### config.mk
export PLATFORM = sky130hd
export DESIGN_NAME = link_parameter_loader
export DESIGN_NICKNAME = d
export VERILOG_FILES = /design/src/rtl/helios_link_pkg.sv /design/src/rtl/parameters.sv /design/src/rtl/link_parameter_loader.sv
export SDC_FILE = /design/constraint.sdc
export NUM_CORES = 1
export LEC_CHECK = 0
export CAP_MARGIN = 20
export CORE_UTILIZATION = 35
export CTS_CLUSTER_SIZE = 10
export DETAILED_ROUTE_END_ITERATION = 10
export GPL_ROUTABILITY_DRIVEN = 0
export HOLD_SLACK_MARGIN = 0.1
export SLEW_MARGIN = 20
export SYNTH_ARGS = -nofsm -noshare
export SYNTH_HDL_FRONTEND = slang
export SYNTH_SLANG_ARGS = --single-unit
### constraint.sdc
create_clock -name clk -period 7.1 [get_ports clk]
set_input_delay 0.71 -clock clk [delete_from_list [all_inputs] [get_ports clk]]
set_output_delay 0.71 -clock clk [all_outputs]
set_load 0.05 [all_outputs]
### src/rtl/helios_link_pkg.sv
// Shared types and helpers for the neighbour-link array.
//   link_bit_width() : bits needed to hold a link weight 0..max_weight
//   boundary_code_t  : per-link boundary condition encoding
//   loader_state_t   : parameter loader FSM states
//   PARITY_BITS      : 1 when LOADER_PARITY_EN is defined (parameter words
//                      carry an extra even-parity MSB), otherwise 0
package helios_link_pkg;

  function automatic int link_bit_width(input int max_weight);
    // A weight range of 0..0 still needs one wire.
    return (max_weight < 1) ? 1 : $clog2(max_weight + 1);
  endfunction

  typedef enum logic [1:0] {
    BC_NONE     = 2'd0,
    BC_BOUNDARY = 2'd1,
    BC_ABSENT   = 2'd2,
    BC_FIFO     = 2'd3
  } boundary_code_t;

  typedef enum logic [1:0] {
    LD_IDLE = 2'd0,
    LD_FILL = 2'd1,
    LD_FULL = 2'd2
  } loader_state_t;

`ifdef LOADER_PARITY_EN
  localparam int PARITY_BITS = 1;
`else
  localparam int PARITY_BITS = 0;
`endif

endpackage

### src/rtl/parameters.sv
// Global decoder stage codes shared by every block that follows the decoder
// sequencing. The link parameter loader only looks for
// STAGE_PARAMETERS_LOADING; the other codes are listed so the encoding is
// documented in one place.
package decoder_stage_pkg;

  localparam int STAGE_WIDTH = 3;

  localparam logic [STAGE_WIDTH-1:0] STAGE_IDLE                  = 3'd0;
  localparam logic [STAGE_WIDTH-1:0] STAGE_MEASUREMENT_PREPARING = 3'd1;
  localparam logic [STAGE_WIDTH-1:0] STAGE_MEASUREMENT_LOADING   = 3'd2;
  localparam logic [STAGE_WIDTH-1:0] STAGE_GROW                  = 3'd3;
  localparam logic [STAGE_WIDTH-1:0] STAGE_MERGE                 = 3'd4;
  localparam logic [STAGE_WIDTH-1:0] STAGE_PEELING               = 3'd5;
  localparam logic [STAGE_WIDTH-1:0] STAGE_RESULT_VALID          = 3'd6;
  localparam logic [STAGE_WIDTH-1:0] STAGE_PARAMETERS_LOADING    = 3'd7;

endpackage

### src/rtl/link_parameter_loader.sv
// link_parameter_loader
//   Collects NUM_LINKS parameter words (weight, boundary code) from a
//   valid/ready stream into a staging frame, then commits the whole frame at
//   once onto registered per-link buses. The committed frame is held until the
//   next commit, so links sampling during STAGE_PARAMETERS_LOADING always see
//   a complete, stable frame.
//
// Optional build macro: LOADER_PARITY_EN
//   Adds an even-parity MSB to param_data and a sticky parity_error output.
//   Bad-parity words are handshaken but dropped.
//
// Ports
//   clk, reset        clock, asynchronous active-high reset
//   global_stage      decoder stage code
//   param_valid/ready word handshake (ready is combinational)
//   param_data        {[parity,] weight[IN_WEIGHT_WIDTH-1:0], boundary[1:0]}
//   param_clear       abort current assembly; wins over a same-cycle word
//   weight_bus        link k weight at slice k (LINK_BIT_WIDTH each)
//   boundary_bus      link k boundary code at slice k (2 bits each)
//   frame_loaded      a frame was committed since the last clear
//   load_count        words accepted into the current frame
//   weight_clamped    sticky: an incoming weight exceeded MAX_WEIGHT
//   frame_incomplete  sticky: parameter-loading stage seen with no frame
//   parity_error      sticky: bad-parity word seen (LOADER_PARITY_EN only)
module link_parameter_loader
  import helios_link_pkg::*;
  import decoder_stage_pkg::*;
#(
  parameter int NUM_LINKS       = 16,
  parameter int MAX_WEIGHT      = 2,
  parameter int IN_WEIGHT_WIDTH = 4,
  localparam int LINK_BIT_WIDTH = link_bit_width(MAX_WEIGHT),
  localparam int COUNT_WIDTH    = $clog2(NUM_LINKS + 1),
  localparam int DATA_WIDTH     = IN_WEIGHT_WIDTH + 2 + PARITY_BITS
) (
  input  logic                                clk,
  input  logic                                reset,
  input  logic [STAGE_WIDTH-1:0]              global_stage,
  input  logic                                param_valid,
  output logic                                param_ready,
  input  logic [DATA_WIDTH-1:0]               param_data,
  input  logic                                param_clear,
  output logic [NUM_LINKS*LINK_BIT_WIDTH-1:0] weight_bus,
  output logic [NUM_LINKS*2-1:0]              boundary_bus,
  output logic                                frame_loaded,
  output logic [COUNT_WIDTH-1:0]              load_count,
  output logic                                weight_clamped,
`ifdef LOADER_PARITY_EN
  output logic                                parity_error,
`endif
  output logic                                frame_incomplete
);

  localparam logic [IN_WEIGHT_WIDTH-1:0] MAX_W_IN  = IN_WEIGHT_WIDTH'(MAX_WEIGHT);
  localparam logic [LINK_BIT_WIDTH-1:0]  MAX_W_OUT = LINK_BIT_WIDTH'(MAX_WEIGHT);
  localparam logic [COUNT_WIDTH-1:0]     LAST_IDX  = COUNT_WIDTH'(NUM_LINKS - 1);
  localparam logic [COUNT_WIDTH-1:0]     FULL_CNT  = COUNT_WIDTH'(NUM_LINKS);

  loader_state_t state;

  // Field decode
  logic [IN_WEIGHT_WIDTH-1:0] in_weight;
  logic [1:0]                 in_bc;
  logic                       word_ok;
  logic                       over_max;
  logic [LINK_BIT_WIDTH-1:0]  wt_store;

  assign in_weight = param_data[IN_WEIGHT_WIDTH+1:2];
  assign in_bc     = param_data[1:0];
  assign over_max  = in_weight > MAX_W_IN;
  assign wt_store  = over_max ? MAX_W_OUT : in_weight[LINK_BIT_WIDTH-1:0];

`ifdef LOADER_PARITY_EN
  // Even parity across the whole word, parity bit included.
  assign word_ok = ~^param_data;
`else
  assign word_ok = 1'b1;
`endif

  // Handshake. A consumed word only lands in the frame if its parity holds.
  logic accept, load, commit;

  assign param_ready = (state != LD_FULL) && !param_clear;
  assign accept      = param_valid && param_ready;
  assign load        = accept && word_ok;
  assign commit      = load && (load_count == LAST_IDX);

  // Staging and committed frames, one packed slot per link.
  logic [NUM_LINKS-1:0][LINK_BIT_WIDTH-1:0] stage_w, stage_w_nxt, out_w;
  logic [NUM_LINKS-1:0][1:0]                stage_bc, stage_bc_nxt, out_bc;

  // The next-staging view lets the commit edge capture the final word
  // together with the previously staged ones.
  for (genvar k = 0; k < NUM_LINKS; k++) begin : g_slot
    logic hit;
    assign hit             = load && (load_count == COUNT_WIDTH'(k));
    assign stage_w_nxt[k]  = hit ? wt_store : stage_w[k];
    assign stage_bc_nxt[k] = hit ? in_bc    : stage_bc[k];
  end

  always_ff @(posedge clk or posedge reset) begin
    if (reset) begin
      stage_w  <= '0;
      stage_bc <= '0;
    end else begin
      stage_w  <= stage_w_nxt;
      stage_bc <= stage_bc_nxt;
    end
  end

  // Committed buses survive clears; only a new commit replaces them.
  always_ff @(posedge clk or posedge reset) begin
    if (reset) begin
      out_w  <= '0;
      out_bc <= '0;
    end else if (commit) begin
      out_w  <= stage_w_nxt;
      out_bc <= stage_bc_nxt;
    end
  end

  assign weight_bus   = out_w;
  assign boundary_bus = out_bc;

  // Control FSM, counter and sticky status.
  always_ff @(posedge clk or posedge reset) begin
    if (reset) begin
      state            <= LD_IDLE;
      load_count       <= '0;
      frame_loaded     <= 1'b0;
      weight_clamped   <= 1'b0;
      frame_incomplete <= 1'b0;
`ifdef LOADER_PARITY_EN
      parity_error     <= 1'b0;
`endif
    end else if (param_clear) begin
      state            <= LD_IDLE;
      load_count       <= '0;
      frame_loaded     <= 1'b0;
      weight_clamped   <= 1'b0;
      frame_incomplete <= 1'b0;
`ifdef LOADER_PARITY_EN
      parity_error     <= 1'b0;
`endif
    end else begin
      if ((global_stage == STAGE_PARAMETERS_LOADING) && !frame_loaded)
        frame_incomplete <= 1'b1;

      if (load) begin
        if (over_max) weight_clamped <= 1'b1;
        load_count <= (load_count == FULL_CNT) ? load_count
                                               : load_count + COUNT_WIDTH'(1);
        if (commit) begin
          state        <= LD_FULL;
          frame_loaded <= 1'b1;
        end else begin
          state <= LD_FILL;
        end
      end

`ifdef LOADER_PARITY_EN
      if (accept && !word_ok) parity_error <= 1'b1;
`endif
    end
  end

endmodule

==> metrics <==
CTS tree built; final setup skew 0.00633 ns; floorplan die height 129 um; effective utilization at floorplan 35.8%; post-layout min period 3.16 ns; VDD IR-drop max 164 uV; maximum capacitance violations 0; arrival time at the worst endpoint 2.45 ns; number of hold buffers added after cts 0; H-tree levels 4; sequential area share after synthesis 59.0%; number of setup violations in the final report 0; vias in the first global route 3300; synth unique cells 36; wire length of the first global-routing pass 18700 um; number of DRC markers in iteration 0 164; number of warning messages in the yosys log 0; buffers inserted during post-CTS setup optimization 0; layout cells sized above 1 40.0%; floorplan die area 16700 um^2; count of flip-flops with a built-in enable after synthesis 0; pin count of the biggest net entering global routing 76; max-slew violation count 0; Avg Cell Area, Syn 16.4 um^2; maximum fanout encountered on the critical timing path 15; count of buffers inserted at the top-level ports 85; net count after synthesis 364; RSZ-0062 raised after global routing false; Synth area leader dfrtp_1; number of rows created at floorplan 46; cell with the largest stage delay on the worst path clkdlybuf4s50_1; Vias 3110; largest cells by area after synthesis dfrtp_1, mux2_4, mux2_2, nand3_4, and4bb_4; Resize count post-CTS 0; Most common cell on crit path clkdlybuf4s50_1; routed vias/inst 4.67; Clock transition at path regs 0.05 ns; power per cell area 245 nW/um^2; number of clock buffers inserted by TritonCTS 17; Final Hold Slack 0.488 ns; routed wire length 11400 um; most common library cell in the layout ignoring fill and taps dfrtp_1; Total Negative Setup Slacks 0 ns; fin crit share 44.6%; clock insertion delay at the later pin of the skew report 0.42 ns; maximum clock insertion buffer count 2; total routing resource utilization after global routing 15.2%; post-synthesis instance area 5680 um^2; core region area 15900 um^2; leakage power total 3.47 nW; GRT Residual Overflow 0; portion of synthesized cell area occupied by the leading cell type 59.0%; longest individual stage delay on the worst path 0.83 ns; count of nets after finishing 455; layout overhead on the synthesized area 29.8%; top flip-flop cell by instance count after synthesis dfrtp_1; most frequent cells in the layout dfrtp_1, clkdlybuf4s50_1, mux2_2, mux2_4, clkbuf_16; standard cell area after detailed placement 6750 um^2; data required time of the critical path 6.39 ns; I/O pin total 86; slew at the pin with the worst max-slew slack 0.904 ns; die span in x 129 um; root buffer cell clkbuf_16; post-route insts no fill 666; worst setup slack before clock tree synthesis 3.92 ns; startpoint class of the critical path input pin; routed length per placed instance 17.1 um; diode count 0; Final Worst Setup Slack 3.94 ns; path class of the lowest-slack min-delay path flip-flop to flip-flop; maximum frequency from static timing analysis 316 MHz; endpoint kind of the worst setup timing path output pin; number of antenna violations at the first check in global routing 0; # clock sinks 134; # placed instances 634; FF+latch count, synth 134; Setup Crit Path Kind input pin to output pin; run status completed; post-synthesis cell count 346; crit path cell chain clkdlybuf4s50_1 > nor2_1 > clkdlybuf4s50_1; FFs w/ async S/R, synth 100%; DRC viols 0; drt first pass iters 4; relative slew slack 39.7%; post-route design area 7370 um^2; Routed Antenna Nets 0; hpwl dp 7360 um; number of failing hold endpoints at the final stage 0
[area by class of cell]
class,instances,area [um^2]
multi-input combinational,189,2220
timing repair buffer,88,873
inverter,7,31.3
clock buffer,19,453
fill,1414,8510
tap,216,270
clock inverter,13,170
sequential,134,3350
[flip-flops by register name (all words and copies together) (netlist names)]
signal and flops:
frame_incomplete 1, load_count 5, boundary_bus 32, stage_bc 30, frame_loaded 1, stage_w 30, weight_clamped 1, state 2
weight_bus 32
[where the power goes]
part	switching [mW]	leakage [nW]	internal, mW
Sequential	0.00833	1.84	0.788
Clock	0.343	0.297	0.575
Combinational	0.0512	1.33	0.0396
Total	0.402	3.47	1.40
[routing by layer]
layer	track usage (%)	routed length, um	vias up
met2	22.4	5240	72
met4	6.77	192	0
met5	0	0	-
met3	4.62	532	16
li1	-	-	1418
met1	20.5	5390	1604
[path summary, 6_finish.rpt]
kind                                                 from                   endpoint  slack, ns  depth (start not counted)
worst min-delay path                stage_w[25]$_DFF_PP0_      stage_w[25]$_DFF_PP0_       0.49                          1
worst max register to register  load_count[0]$_DFFE_PP0P_  weight_bus[1]$_DFFE_PP0P_       4.47                          7
worst min register to register      stage_w[25]$_DFF_PP0_      stage_w[25]$_DFF_PP0_       0.49                          1
max in group asynchronous                           reset      stage_w[25]$_DFF_PP0_       5.10                          3
worst max-delay path                          param_clear                param_ready       3.94                          3
min in group asynchronous                           reset      stage_w[18]$_DFF_PP0_       0.76                          2
[per-stage QoR]
step           utilization [%]  power [mW]
2_1_floorplan                -       0.871
3_3_place_gp              42.5       0.897
3_5_place_dp              42.5       0.901
4_1_cts                   46.4        1.83
5_1_grt                   46.4        1.87
6_report                  46.4        1.80
[cell usage after synthesis, drive strengths merged, types with 3 or more instances]
library cell and instances:
mux2 123, inv 7, or3 3, and4bb 4
buf 14, dfrtp 134, o21ai 3, a21oi 4
ha 5, nand2 5, and4 3, nand3 15
nor2 6
[worst max-delay path, delay by kind of cell]
kind	cells	cell delay, ns
buf+inv	2	1.50
simple gates	1	0.25
[kinds of logic (layout without fill, tap and decap cells)]
group | after synthesis | count (layout) | synth area share, %
compound gates | 12 | 12 | 1.34
xor+xnor | 1 | 1 | 0.154
fa+ha+maj | 5 | 5 | 1.10
buf+inv | 23 | 127 | 1.96
flops | 134 | 134 | 59.0
mux | 123 | 123 | 28.2
simple gates | 48 | 48 | 8.21
Note: power is estimated with default switching activity, not from simulation.
